===== src/rtl/ula_seq_if.sv =====
// ula_seq_if: operand, control and result bundle between the control FSM
// (master) and the ula_seq datapath block (slave).
interface ula_seq_if #(
    parameter int WIDTH = 6
);
    logic                 start;
    logic [WIDTH-1:0]     A;
    logic [WIDTH-1:0]     B;
    logic [1:0]           selModo;
    logic [2:0]           selOp;
    logic                 useAcc;
    logic [2*WIDTH-1:0]   otULA;
    logic                 Co;
    logic                 zero;
    logic                 overflow;
    logic                 busy;
    logic                 done;
    logic                 err;

    modport master (
        output start, A, B, selModo, selOp, useAcc,
        input  otULA, Co, zero, overflow, busy, done, err
    );

    modport slave (
        input  start, A, B, selModo, selOp, useAcc,
        output otULA, Co, zero, overflow, busy, done, err
    );
endinterface


===== src/rtl/ula_seq.sv =====
// ula_seq: registered ULA with arithmetic, logic and shift/rotate modes plus
// an iterative shift-add multiplier. Results, flags and the start/busy/done
// handshake are all registered.
// Optional accumulator (operand A replacement) is enabled by defining the
// macro ULA_ACC_EN; the default build has no accumulator and ignores useAcc.
module ula_seq #(
    parameter int WIDTH = 6
) (
    input  logic     clk,
    input  logic     reset,
    ula_seq_if.slave bus
);
    localparam int RW = 2 * WIDTH;
    localparam int CW = $clog2(WIDTH) + 1;
    localparam logic [CW-1:0]    LAST_STEP = CW'(WIDTH - 1);
    localparam logic [WIDTH-1:0] WIDTH_V   = WIDTH'(WIDTH);
    localparam logic [WIDTH:0]   ONE       = (WIDTH + 1)'(1);

    typedef enum logic {IDLE, MUL} state_t;

    state_t           state;

    // Multiplier working registers
    logic [RW-1:0]    mcand;
    logic [WIDTH-1:0] mplier;
    logic [RW-1:0]    prod;
    logic [CW-1:0]    count;
    logic [RW-1:0]    prod_next;

    // Registered outputs
    logic [RW-1:0]    result_q;
    logic             co_q;
    logic             zero_q;
    logic             busy_q;
    logic             done_q;
    logic             err_q;

    // Single-cycle datapath
    logic [WIDTH-1:0] op_a;
    logic [WIDTH:0]   a1;
    logic [WIDTH:0]   b1;
    logic [WIDTH:0]   nb1;
    logic [WIDTH:0]   arith;
    logic [WIDTH-1:0] logic_r;
    logic [WIDTH-1:0] shift_r;
    logic [WIDTH-1:0] rot_amt;
    logic [RW-1:0]    comb_res;
    logic             comb_co;
    logic             comb_err;
    logic             is_mul;

`ifdef ULA_ACC_EN
    logic [WIDTH-1:0] acc;
    logic             acc_load;
    logic [WIDTH-1:0] acc_data;

    assign op_a = bus.useAcc ? acc : bus.A;
`else
    logic unused_use_acc;

    assign unused_use_acc = bus.useAcc;
    assign op_a           = bus.A;
`endif

    assign bus.otULA    = result_q;
    assign bus.Co       = co_q;
    assign bus.zero     = zero_q;
    assign bus.overflow = 1'b0;
    assign bus.busy     = busy_q;
    assign bus.done     = done_q;
    assign bus.err      = err_q;

    // One shift-add step: add the shifted multiplicand when the current multiplier LSB is set
    always_comb begin
        prod_next = prod + (mplier[0] ? mcand : '0);
    end

    // Decode the requested operation and compute its single-cycle result
    always_comb begin
        // NOTE: every output of this block gets a default first so no path leaves it unassigned (no latch).
        a1       = {1'b0, op_a};
        b1       = {1'b0, bus.B};
        nb1      = {1'b0, ~bus.B};
        arith    = '0;
        logic_r  = '0;
        shift_r  = '0;
        rot_amt  = bus.B % WIDTH_V;
        comb_res = '0;
        comb_co  = 1'b0;
        comb_err = 1'b0;
        is_mul   = 1'b0;

        case (bus.selModo)
            2'd0: begin
                case (bus.selOp)
                    3'b000:  arith = a1 + b1;
                    3'b001:  arith = a1 - b1;
                    3'b010:  arith = a1 + nb1;
                    3'b011:  arith = a1 - nb1;
                    3'b100:  arith = a1 + ONE;
                    3'b101:  arith = a1 - ONE;
                    3'b110:  arith = b1 + ONE;
                    default: arith = b1 - ONE;
                endcase
                comb_res = RW'(arith);
                comb_co  = arith[WIDTH];
            end
            2'd1: begin
                case (bus.selOp)
                    3'b000:  logic_r = op_a & bus.B;
                    3'b001:  logic_r = ~op_a;
                    3'b010:  logic_r = ~bus.B;
                    3'b011:  logic_r = op_a | bus.B;
                    3'b100:  logic_r = op_a ^ bus.B;
                    3'b101:  logic_r = ~(op_a & bus.B);
                    3'b110:  logic_r = op_a;
                    default: logic_r = bus.B;
                endcase
                comb_res = RW'(logic_r);
            end
            2'd2: begin
                // Shifts by >= WIDTH naturally yield 0 (logical) or sign fill (arithmetic)
                case (bus.selOp)
                    3'b000:  is_mul   = 1'b1;
                    3'b001:  shift_r  = op_a << bus.B;
                    3'b010:  shift_r  = op_a >> bus.B;
                    3'b011:  shift_r  = $signed(op_a) >>> bus.B;
                    3'b100:  shift_r  = (op_a << rot_amt) | (op_a >> (WIDTH_V - rot_amt));
                    3'b101:  shift_r  = (op_a >> rot_amt) | (op_a << (WIDTH_V - rot_amt));
                    default: comb_err = 1'b1;
                endcase
                comb_res = comb_err ? '0 : RW'(shift_r);
            end
            default: comb_err = 1'b1;
        endcase
    end

    // Handshake FSM, multiplier iteration and registered results/flags
    always_ff @(posedge clk or posedge reset) begin
        if (reset) begin
            state    <= IDLE;
            mcand    <= '0;
            mplier   <= '0;
            prod     <= '0;
            count    <= '0;
            result_q <= '0;
            co_q     <= 1'b0;
            zero_q   <= 1'b0;
            busy_q   <= 1'b0;
            done_q   <= 1'b0;
            err_q    <= 1'b0;
        end else begin
            // NOTE: non-blocking assignments so every register samples pre-edge values.
            done_q <= 1'b0;
            case (state)
                IDLE: begin
                    if (bus.start) begin
                        if (is_mul) begin
                            mcand  <= RW'(op_a);
                            mplier <= bus.B;
                            prod   <= '0;
                            count  <= '0;
                            busy_q <= 1'b1;
                            state  <= MUL;
                        end else begin
                            result_q <= comb_res;
                            co_q     <= comb_co;
                            zero_q   <= !comb_err && (comb_res == '0);
                            err_q    <= comb_err;
                            done_q   <= 1'b1;
                        end
                    end
                end
                MUL: begin
                    prod   <= prod_next;
                    mcand  <= mcand << 1;
                    mplier <= mplier >> 1;
                    count  <= count + 1'b1;
                    if (count == LAST_STEP) begin
                        result_q <= prod_next;
                        co_q     <= 1'b0;
                        zero_q   <= (prod_next == '0);
                        err_q    <= 1'b0;
                        busy_q   <= 1'b0;
                        done_q   <= 1'b1;
                        state    <= IDLE;
                    end
                end
                default: state <= IDLE;
            endcase
        end
    end

`ifdef ULA_ACC_EN
    // Accumulator load on every non-reserved completion
    always_comb begin
        acc_load = 1'b0;
        acc_data = comb_res[WIDTH-1:0];
        if (state == MUL) begin
            acc_load = (count == LAST_STEP);
            acc_data = prod_next[WIDTH-1:0];
        end else begin
            acc_load = bus.start && !is_mul && !comb_err;
        end
    end

    // Accumulator register
    always_ff @(posedge clk or posedge reset) begin
        if (reset) begin
            acc <= '0;
        end else if (acc_load) begin
            acc <= acc_data;
        end
    end
`endif
endmodule


===== src/flat_wrapper.sv =====
// flat-port wrapper written by rule: the top's interface ports become plain ports
module ula_seq_flat 
#(
    parameter int WIDTH = 6
)
  (clk, reset, bus_start, bus_A, bus_B, bus_selModo, bus_selOp, bus_useAcc, bus_otULA, bus_Co, bus_zero, bus_overflow, bus_busy, bus_done, bus_err);
  ula_seq_if #(.WIDTH(WIDTH)) bus_i ();
  input  logic clk;
  input  logic reset;
  input wire logic [$bits(bus_i.start)-1:0] bus_start;
  input wire logic [$bits(bus_i.A)-1:0] bus_A;
  input wire logic [$bits(bus_i.B)-1:0] bus_B;
  input wire logic [$bits(bus_i.selModo)-1:0] bus_selModo;
  input wire logic [$bits(bus_i.selOp)-1:0] bus_selOp;
  input wire logic [$bits(bus_i.useAcc)-1:0] bus_useAcc;
  output wire logic [$bits(bus_i.otULA)-1:0] bus_otULA;
  output wire logic [$bits(bus_i.Co)-1:0] bus_Co;
  output wire logic [$bits(bus_i.zero)-1:0] bus_zero;
  output wire logic [$bits(bus_i.overflow)-1:0] bus_overflow;
  output wire logic [$bits(bus_i.busy)-1:0] bus_busy;
  output wire logic [$bits(bus_i.done)-1:0] bus_done;
  output wire logic [$bits(bus_i.err)-1:0] bus_err;
  assign bus_i.start = bus_start;
  assign bus_i.A = bus_A;
  assign bus_i.B = bus_B;
  assign bus_i.selModo = bus_selModo;
  assign bus_i.selOp = bus_selOp;
  assign bus_i.useAcc = bus_useAcc;
  assign bus_otULA = bus_i.otULA;
  assign bus_Co = bus_i.Co;
  assign bus_zero = bus_i.zero;
  assign bus_overflow = bus_i.overflow;
  assign bus_busy = bus_i.busy;
  assign bus_done = bus_i.done;
  assign bus_err = bus_i.err;
  ula_seq #(.WIDTH(WIDTH)) u_core (.clk(clk), .reset(reset), .bus(bus_i));
endmodule

===== config.mk =====
export PLATFORM = sky130hd
export DESIGN_NAME = ula_seq_flat
export DESIGN_NICKNAME = d
export VERILOG_FILES = /design/src/rtl/ula_seq_if.sv /design/src/rtl/ula_seq.sv /design/src/flat_wrapper.sv
export SDC_FILE = /design/constraint.sdc
export NUM_CORES = 1
export LEC_CHECK = 0
export BUFFER_PORTS_ARGS = -buffer_cell sky130_fd_sc_hd__buf_2
export CORE_ASPECT_RATIO = 1.1
export CORE_MARGIN = 5
export CORE_UTILIZATION = 50
export CTS_CLUSTER_SIZE = 10
export DETAILED_ROUTE_END_ITERATION = 12
export GPL_ROUTABILITY_DRIVEN = 0
export PLACE_DENSITY_LB_ADDON = 0.3
export SYNTH_ARGS = -nofsm -noshare
export SYNTH_HDL_FRONTEND = slang
export SYNTH_SLANG_ARGS = --single-unit

===== constraint.sdc =====
create_clock -name clk -period 5.25 [get_ports clk]
set_input_delay 0.2625 -clock clk [delete_from_list [all_inputs] [get_ports clk]]
set_output_delay 0.2625 -clock clk [all_outputs]
set_load 0.1 [all_outputs]

# After elaboration in Yosys (flattened, before gate mapping)
# Cells that the tools add are included.
# word_totals
ff_bits,52
latch_bits,0
mem_bits_rw,0
romBits,0
inputBits,21
wordCells,113
mem_count,0
# op_classes
add_sub_neg,11
n_mul,0
n_div,1
n_lt_le_gt_ge,0
n_eq_ne,13
n_shift,7
mux,50
bitwise,9
n_reduce_logical,11
# op_table
op,count
12-bit 2-to-1 mux,8
12-bit case mux with 2 select lines,3
7-bit case mux with 7 select lines,1
6-bit case mux with 7 select lines,1
12-bit case mux with 3 select lines,1
6-bit case mux with 5 select lines,1
12-bit zero test,2
1-bit 2-to-1 mux,21
6-bit 2-to-1 mux,3
6-bit inverter,3
6-bit bitwise OR,3
6-bit by 6-bit left shift with 6-bit output,3
6-bit by 6-bit >> shifter with 6-bit output,3
"6-bit by 1-bit adder with 7-bit output, second input constant",2
6-bit by 6-bit adder with 7-bit output,2
1-bit case mux with 2 select lines,7
"6-bit by 1-bit subtractor with 7-bit output, second input constant",2
6-bit by 6-bit subtractor with 7-bit output,2
12-bit adder,1
6-bit case mux with 2 select lines,1
"3-bit == test, second input constant",3
4-bit 2-to-1 mux,2
4-bit case mux with 2 select lines,1
6-bit AND,1
other kinds (21),25

# Logic depth before layout (Yosys ltp)
# Gate-level depths: netlist (run 1).
# logic_depth
word_depth,12
mapped_depth,21
ltp_nobuf,17

# Worst setup path after synthesis (run 1)
# Ideal clock, no wire load.
# synth_timing
kind,input to register
startpoint,input port bus_B[0]
endpoint,"register u_core.zero_q, in the netlist u_core.bus.zero"
setup_ps,132
arrival_time_ps,4102
setup_slack_ps,1016
cell_stages,19
path_cell_list,clkbuf_1 > clkbuf_1 > inv_1 > ha_1 > nor2b_1 > o311ai_1 > or2_2 > o21ai_2 > buf_2 > inv_1 > ha_1 > clkbuf_1 > o311ai_1 > o32ai_1 > nand4_1 > a32oi_1 > nor4_1 > nand4_1 > o211ai_2
# synth_via
elab_chain_len,12
word_cells_on_any_way,32
cone_classes,add/sub (7); div (1); shift (7); mux (8); bitwise (7); reduce/logical (2)
# synth_lines
item,line,rtl
start: declaration,flat_wrapper.sv:12,input wire logic [$bits(bus_i.B)-1:0] bus_B;
6-bit by 3-bit modulo with 6-bit output,ula_seq.sv:87,rot_amt = bus.B % WIDTH_V;
3-bit by 6-bit subtractor with 6-bit output,"ula_seq.sv:128, ula_seq.sv:129",
6-bit by 6-bit left shift with 6-bit output or 6-bit by 6-bit >> shifter with 6-bit output (tied branches),"ula_seq.sv:129, ula_seq.sv:128",
6-bit bitwise OR (on tied branches),"ula_seq.sv:129, ula_seq.sv:128",
6-bit case mux with 5 select lines,ula_seq.sv:123,case (bus.selOp)
6-bit 2-to-1 mux,ula_seq.sv:132,comb_res = comb_err ? '0 : RW'(shift_r);
12-bit case mux with 3 select lines (*),ula_seq.sv:93,case (bus.selModo)
12-bit zero test (*),ula_seq.sv:168,zero_q <= !comb_err && (comb_res == '0);
1-bit logical AND (*),ula_seq.sv:168,
1-bit 2-to-1 mux (*),ula_seq.sv:158,if (is_mul) begin
1-bit 2-to-1 mux (*),ula_seq.sv:157,if (bus.start) begin
1-bit case mux with 2 select lines (*),ula_seq.sv:155,case (state)
end signal: assignment,ula_seq.sv:168,
end signal: assignment,ula_seq.sv:182,zero_q <= (prod_next == '0);
end: declaration,ula_seq.sv:33,logic zero_q;
# Every way passes the cells marked *; elsewhere a longest branch is shown, timed or not. The select of a mux whose other input is x is not followed.
# A chain may end at the register's enable or synchronous reset.

# Worst setup path in the final report (run 1)
# layout_timing
startpoint,input port bus_B[3]
endpoint,"register u_core.zero_q, in the netlist u_core.bus.zero"
# Same word-level chain as after synthesis.

==> results.cfg, run 1 <==
[cells_and_area]
ff_latch_area_mm2 = 0.001301
multi_input_comb_area_mm2 = 0.004588
syn_to_final_growth_pct = 6.336
post-route-cell-area_mm2 = 0.006678
num_antenna_cells = 0
final_net_count = 889
share_of_final_layout_standard_cells_stronger_than_drive_strength_1_pct = 10.62
final.fill_count = 1178

[sta]
max_slew_margin_pct = 21.67
fmax_mhz = 231.6
period_utilization_pct = 82.26
timing_max_transition_violations_final = 0
final.setup_skew_ps = 5.226
worst_hold_slack_ps = 223.9
setup_tns_ps = 0
final_hold_viol_count = 0
grt_setup_unrepaired = false
worst_slew_pin_slew_ps = 1166
final-setup-viol-count = 0
finalCriticalPeriod_ps = 4319

[route]
first_iter_violations = 1089
detail_route.vias_per_cell = 6.785
routed-via-count = 6690
detail_route.first_pass.iterations = 6
drt-total-wl_um = 19560
drtAntennaViolNets = 0
drc = 0
routedWlPerCell_um = 19.83

[clocking]
cts-root-to-sink-buffers = 2
ctsRootBufferMaster = sky130_fd_sc_hd__clkbuf_16
clk_transition_reported_paths_ps = 60
cts_setup_buffers = 0
ctsHtreeMaxLevel = 2
clkLatencyLatePin_ps = 290
cts_hold_buf = 0
cts_resizes = 0
cts_inserted_buffers = 5
tritoncts = built
cts.sinks = 52

[power]
power.density_cell_area_mw_per_mm2 = 334.1
vdd_drop_max_mv = 0.4605
p_leak_uw = 0.002860

[worst_setup_path]
arrival_ps = 4480
worst_setup_path_end_kind = flop
maximum_net_fanout_on_the_critical_path = 20
critical_path.startpoint_type = input pin
critical_path_required_ps = 5410
timing_worst_setup_path_type = in2reg

[logic_synthesis]
synthesis.instances = 828
count_of_flip_flops_with_a_built_in_enable_after_synthesis = 0
postSynth.asyncResetShare_pct = 100.0
synth_flop_cell = sky130_fd_sc_hd__dfrtp_1
synth.net_count = 889
synth_cell_types = 86
synth.ff_latch_count = 52
ys.warnings.count = 0
area_of_the_mapped_netlist_mm2 = 0.006280
sequential_fraction_of_the_synthesis_area_pct = 20.72
synth.avg_cell_area_um2 = 7.584

[die]
die_area_mm2 = 0.01490
die_x_um = 116.9
core_mm2 = 0.01248
io_pins = 39
dieHeight_um = 127.5
placement_rows = 43
initial_utilization_pct = 50.31

[grt]
vias_in_the_first_global_route = 6502
gr_usage_total_pct = 26.23
global_route.overflow_total = 0
antenna_found_initial = 0
grt_first_pass_wirelength_um = 32100
pin_count_of_the_biggest_net_entering_global_routing = 53

[worst_hold_path]
hold_class = in2async

[placed_design]
portBuffers = 36
post_dp_cell_area_mm2 = 0.006510
detailedPlacementHpwl_um = 14140

[job]
maxCapViolations = 0

[run_status]
result_of_the_run = finished clean
[metrics by stage]
| step | cells | utilization (%) | setup WS, ps | power, µW |
|---|---|---|---|---|
| finish | 986 | 53.50 | 931.3 | 2231 |
| global route | 986 | 53.50 | 732.0 | 2370 |
| CTS | 986 | 53.50 | 1065 | 2228 |
| detailed placement | 978 | 52.16 | 760.8 | 1853 |
| global placement | 978 | 52.16 | 837.8 | 1815 |
| floorplan | 828 | - | 1016 | 1583 |
[cell usage in the layout, fill, tap and decap left out, drive strengths merged, types with 10 or more instances in the layout]
cell type / Yosys / routed
ha: 38 / 38
dfrtp: 52 / 52
mux2i: 21 / 21
a21oi: 57 / 57
inv: 27 / 27
xnor2: 21 / 21
buf: 21 / 54
nand2b: 10 / 10
a211oi: 16 / 16
o21ai: 78 / 78
o211ai: 16 / 16
nor2b: 11 / 11
nor3: 21 / 21
and2: 17 / 17
o21a: 10 / 10
a21o: 15 / 15
nand2: 97 / 97
nand3: 24 / 24
nor2: 67 / 67
[final timing paths]
kind | startpoint | to | slack, ps | depth (start not counted)
setup reg to reg | u_core.state$_DFF_PP0_ | u_core.bus.zero$_DFFE_PP0P_ | 1750 | 10
hold / removal | reset | u_core.mcand[10]$_DFFE_PP0P_ | 220 | 2
min in group clk | bus_start | u_core.mcand[0]$_DFFE_PP0P_ | 290 | 3
hold reg to reg | u_core.prod[4]$_DFFE_PP0P_ | u_core.prod[4]$_DFFE_PP0P_ | 490 | 2
setup / recovery | bus_B[3] | u_core.bus.zero$_DFFE_PP0P_ | 930 | 16
max in group asynchronous | reset | u_core.prod[0]$_DFFE_PP0P_ | 4360 | 2
[kinds of logic (layout without fill, tap and decap cells)]
family / count (synthesis) / in the layout / share of synthesized area [%]
DFF: 52 / 52 / 20.72
buffers and inverters: 90 / 91 / 6.216
adders and majority gates: 40 / 40 / 8.209
xor gates and xnor gates: 29 / 29 / 4.045
muxes: 30 / 30 / 6.216
and+or+nand+nor: 301 / 301 / 23.91
other: 1 / 1 / 0.05972
AOI/OAI and AO/OA: 285 / 285 / 30.62
[worst max-delay path, cell delays in order]
cell and delay (ps):
sky130_fd_sc_hd__buf_2 180, sky130_fd_sc_hd__buf_4 240, sky130_fd_sc_hd__and3b_1 200, sky130_fd_sc_hd__a211oi_1 580
sky130_fd_sc_hd__or2_1 230, sky130_fd_sc_hd__inv_1 50, sky130_fd_sc_hd__ha_1 360, sky130_fd_sc_hd__xnor2_1 230
sky130_fd_sc_hd__o21ba_2 180, sky130_fd_sc_hd__a211oi_1 340, sky130_fd_sc_hd__nor4b_2 700, sky130_fd_sc_hd__a311oi_1 190
sky130_fd_sc_hd__a32oi_1 370, sky130_fd_sc_hd__nor4_1 110, sky130_fd_sc_hd__nand4_1 150, sky130_fd_sc_hd__o211ai_2 90
[report_power, final]
group | leakage (µW) | switching [µW] | internal [µW]
combinational | 0.00209 | 859 | 343
sequential | 0.000693 | 126 | 536
clock | 0.0000798 | 143 | 224
total | 0.00286 | 1130 | 1100
[area by class of cell]
| cell class | instances | share of cell area (%) |
|---|---|---|
| inverters | 29 | 1.630 |
| clock inverters | 3 | 0.6371 |
| flip-flops and latches | 52 | 19.49 |
| well taps | 157 | 2.942 |
| repair buffers | 54 | 4.722 |
| multi-input cells | 686 | 68.71 |
| clock buffers | 5 | 1.874 |
[registers in the layout, summed over array words and instances, names as in the netlist, 4 cells and up]
| register | flops |
|---|---|
| u_core.mplier | 6 |
| u_core.mcand | 12 |
| u_core.bus.otULA | 12 |
| u_core.prod | 12 |
| u_core.count | 4 |
[synthesized netlist by cell type (9+ instances only)]
cell / n / share of area, %
sky130_fd_sc_hd__nor2b_1: 11 / 1.1
sky130_fd_sc_hd__nand3_1: 24 / 1.9
sky130_fd_sc_hd__and3_1: 9 / 0.90
sky130_fd_sc_hd__nor3_1: 19 / 1.5
sky130_fd_sc_hd__o21ai_0: 73 / 5.8
sky130_fd_sc_hd__ha_1: 38 / 7.6
sky130_fd_sc_hd__clkbuf_1: 40 / 2.4
sky130_fd_sc_hd__nor2_1: 67 / 4.0
sky130_fd_sc_hd__inv_1: 27 / 1.6
sky130_fd_sc_hd__nand2b_1: 10 / 1.0
sky130_fd_sc_hd__a21oi_1: 57 / 4.5
sky130_fd_sc_hd__xnor2_1: 21 / 2.9
sky130_fd_sc_hd__o211ai_1: 15 / 1.8
sky130_fd_sc_hd__a211oi_1: 15 / 1.8
sky130_fd_sc_hd__nand2_1: 97 / 5.8
sky130_fd_sc_hd__mux2i_1: 21 / 3.3
sky130_fd_sc_hd__a21o_1: 15 / 1.8
sky130_fd_sc_hd__o21a_1: 10 / 1.2
sky130_fd_sc_hd__and2_1: 17 / 1.7
sky130_fd_sc_hd__dfrtp_1: 52 / 21
[routing by layer]
| metal | GRT usage [%] | vias up | routed length, µm |
|---|---|---|---|
| met1 | 35.00 | 3109 | 7792 |
| met2 | 40.98 | 402 | 8849 |
| li1 | - | 3071 | - |
| met3 | 3.079 | 108 | 1731 |
| met4 | 14.44 | 0 | 1182 |
| met5 | 0 | - | 0 |
No activity file was read; power rests on OpenSTA's default activity.
==> run 2, diff against run 1 <==
==> constraint.sdc (replaced) <==
create_clock -name clk -period 4.12 [get_ports clk]
set_input_delay 0.206 -clock clk [delete_from_list [all_inputs] [get_ports clk]]
set_output_delay 0.206 -clock clk [all_outputs]
set_load 0.1 [all_outputs]
==> run 2 against run 1 <==
Critical path depth unchanged. Largest power group unchanged. Non-clock buffer count up 19. Largest cell class unchanged. Global-route usage down 0.18 points. First-iteration DRC count down 16%. Combinational power up 32%. Cell area up 1.8%. Core utilization up 0.96 points. Critical endpoint unchanged. Sequential power up 22%. Final cell count up 1.9%.
==> results.cfg, run 2 (synthesis results as in run 1) <==
[run_status]
result_of_the_run = finished clean

[power]
power.density_cell_area_mw_per_mm2 = 411.9
sw_frac_of_total_pct = 51.20
netSwitchingPower_uw = 1434
clock_power_share_pct = 14.7
p_leak_uw = 0.002941
seqPwrFrac_pct = 28.9
vdd_drop_max_mv = 0.7182
internal_power_uw = 1367
power.share.combinational_pct = 56.4

[clocking]
cts-root-to-sink-buffers = 2
cts_hold_buf = 0
cts_inserted_buffers = 5
ctsHtreeMaxLevel = 2
tritoncts = built
cts.sinks = 52
cts_resizes = 0
ctsRootBufferMaster = sky130_fd_sc_hd__clkbuf_16
clkLatencyLatePin_ps = 290
clk_transition_reported_paths_ps = 70
cts_setup_buffers = 0

[route]
drt-total-wl_um = 19910
routed-via-count = 6823
detail_route.first_pass.iterations = 6
routedWlPerCell_um = 19.81
drc = 0
detail_route.vias_per_cell = 6.789
first_iter_violations = 916
drtAntennaViolNets = 0

[worst_setup_path]
timing.rr.start = u_core.mplier[0]$_DFFE_PP0P_
r2r_setup_slack_ps = 610
timing_worst_setup_path_type = in2reg
r2r_cells = 12
critical_path.startpoint_type = input pin
critical_path_required_ps = 4280
maximum_net_fanout_on_the_critical_path = 19
worst_setup_path_end_kind = flop
regToRegEndpoint = u_core.bus.zero$_DFFE_PP0P_
arrival_ps = 3800

[sta]
grt_setup_unrepaired = false
fmax_mhz = 274.8
final_hold_viol_count = 0
finalCriticalPeriod_ps = 3639
worst_slew_pin_slew_ps = 1052
final-setup-viol-count = 0
max_slew_margin_pct = 29.77
final.setup.worst_slack_ps = 480.8
final.setup_skew_ps = 5.992
timing_max_transition_violations_final = 0
period_utilization_pct = 88.33
worst_hold_slack_ps = 174.0
setup_tns_ps = 0

[grt]
global_route.overflow_total = 0
vias_in_the_first_global_route = 6366
gr_usage_total_pct = 26.05
grt_first_pass_wirelength_um = 31840
pin_count_of_the_biggest_net_entering_global_routing = 59
antenna_found_initial = 0

[die]
core_mm2 = 0.01248
placement_rows = 43
die_x_um = 116.9
io_pins = 39
dieHeight_um = 127.5
die_area_mm2 = 0.01490
initial_utilization_pct = 50.31

[cells_and_area]
post-route-cell-area_mm2 = 0.006798
share_of_final_layout_standard_cells_stronger_than_drive_strength_1_pct = 12.50
final_net_count = 908
finalNonFillerCells = 1005
most-common-layout-cells = sky130_fd_sc_hd__nand2_1, sky130_fd_sc_hd__o21ai_0, sky130_fd_sc_hd__nor2_1, sky130_fd_sc_hd__a21oi_1, sky130_fd_sc_hd__dfrtp_1
syn_to_final_growth_pct = 8.249
num_antenna_cells = 0
final_common_cell = sky130_fd_sc_hd__nand2_1

[job]
maxCapViolations = 0

[placed_design]
number_of_cells_after_detailed_placement = 997
post_dp_cell_area_mm2 = 0.006653
detailedPlacementHpwl_um = 14600
detailedPlace.worstSlack_ps = 221.5
portBuffers = 36

[worst_hold_path]
hold_class = in2async
[run 2: cell types whose count changed in the layout (fill, tap and decap cells not counted)]
cell,previous run,this run
sky130_fd_sc_hd__clkinv_4,0,1
sky130_fd_sc_hd__bufinv_16,1,0
sky130_fd_sc_hd__buf_4,18,37
sky130_fd_sc_hd__clkbuf_1,0,1
sky130_fd_sc_hd__clkinv_2,1,0
[run 2: per-layer routing]
metal	up-vias	routed length, µm	GRT usage [%]
met5	-	0	0
met4	0	956	12.01
met3	104	1991	4.121
met2	452	9065	41.31
met1	3157	7891	34.60
li1	3110	-	-
[run 2: worst max-delay path, cell delays in order]
cell and delay (ps):
sky130_fd_sc_hd__buf_2 270, sky130_fd_sc_hd__and2b_1 250, sky130_fd_sc_hd__a211oi_1 280, sky130_fd_sc_hd__or2_1 200
sky130_fd_sc_hd__inv_1 60, sky130_fd_sc_hd__ha_1 380, sky130_fd_sc_hd__nor2_1 60, sky130_fd_sc_hd__a221oi_1 380
sky130_fd_sc_hd__o211ai_1 180, sky130_fd_sc_hd__o2111ai_2 340, sky130_fd_sc_hd__o2111a_1 400, sky130_fd_sc_hd__o211ai_1 140
sky130_fd_sc_hd__a32oi_1 330, sky130_fd_sc_hd__nor4_1 110, sky130_fd_sc_hd__nand4_1 150, sky130_fd_sc_hd__o211ai_2 90
[run 2: metrics by stage]
stage	utilization, %	power, µW
after floorplan	-	2017
after global placement	53.30	2336
after detailed placement	53.30	2385
after CTS	54.46	2796
after global routing	54.46	2984
final	54.46	2800
[run 2: worst max-delay path by stage]
| stage | start | slack [ps] | end | depth (start not counted) |
|---|---|---|---|---|
| finish | bus_B[4] | 480 | u_core.bus.zero$_DFFE_PP0P_ | 16 |
| global route | bus_B[4] | 170 | u_core.bus.zero$_DFFE_PP0P_ | 16 |
| CTS | bus_B[4] | 520 | u_core.bus.zero$_DFFE_PP0P_ | 16 |
| detailed placement | bus_B[4] | 220 | u_core.bus.zero$_DFFE_PP0P_ | 16 |
| global placement | bus_B[4] | 370 | u_core.bus.zero$_DFFE_PP0P_ | 16 |
| floorplan | bus_B[0] | 80 | u_core.bus.zero$_DFFE_PP0P_ | 19 |
[run 2: layout make-up]
type,instances,area [µm²]
clock buffers,6,128.9
fillers,1180,5684
well taps,157,196.4
multi-input cells,686,4588
flip-flops and latches,52,1301
clock inverters,2,16.27
repair buffers,73,457.9
inverters,29,108.9
[run 2: power by group through the flow]
stage / Clock [µW] / Sequential (µW) / Combinational [µW]
detailed placement: 0 / 819 / 1570
CTS: 415 / 810 / 1570
floorplan: 0 / 1170 / 852
finish: 411 / 809 / 1580
global route: 436 / 833 / 1720
global placement: 0 / 809 / 1530
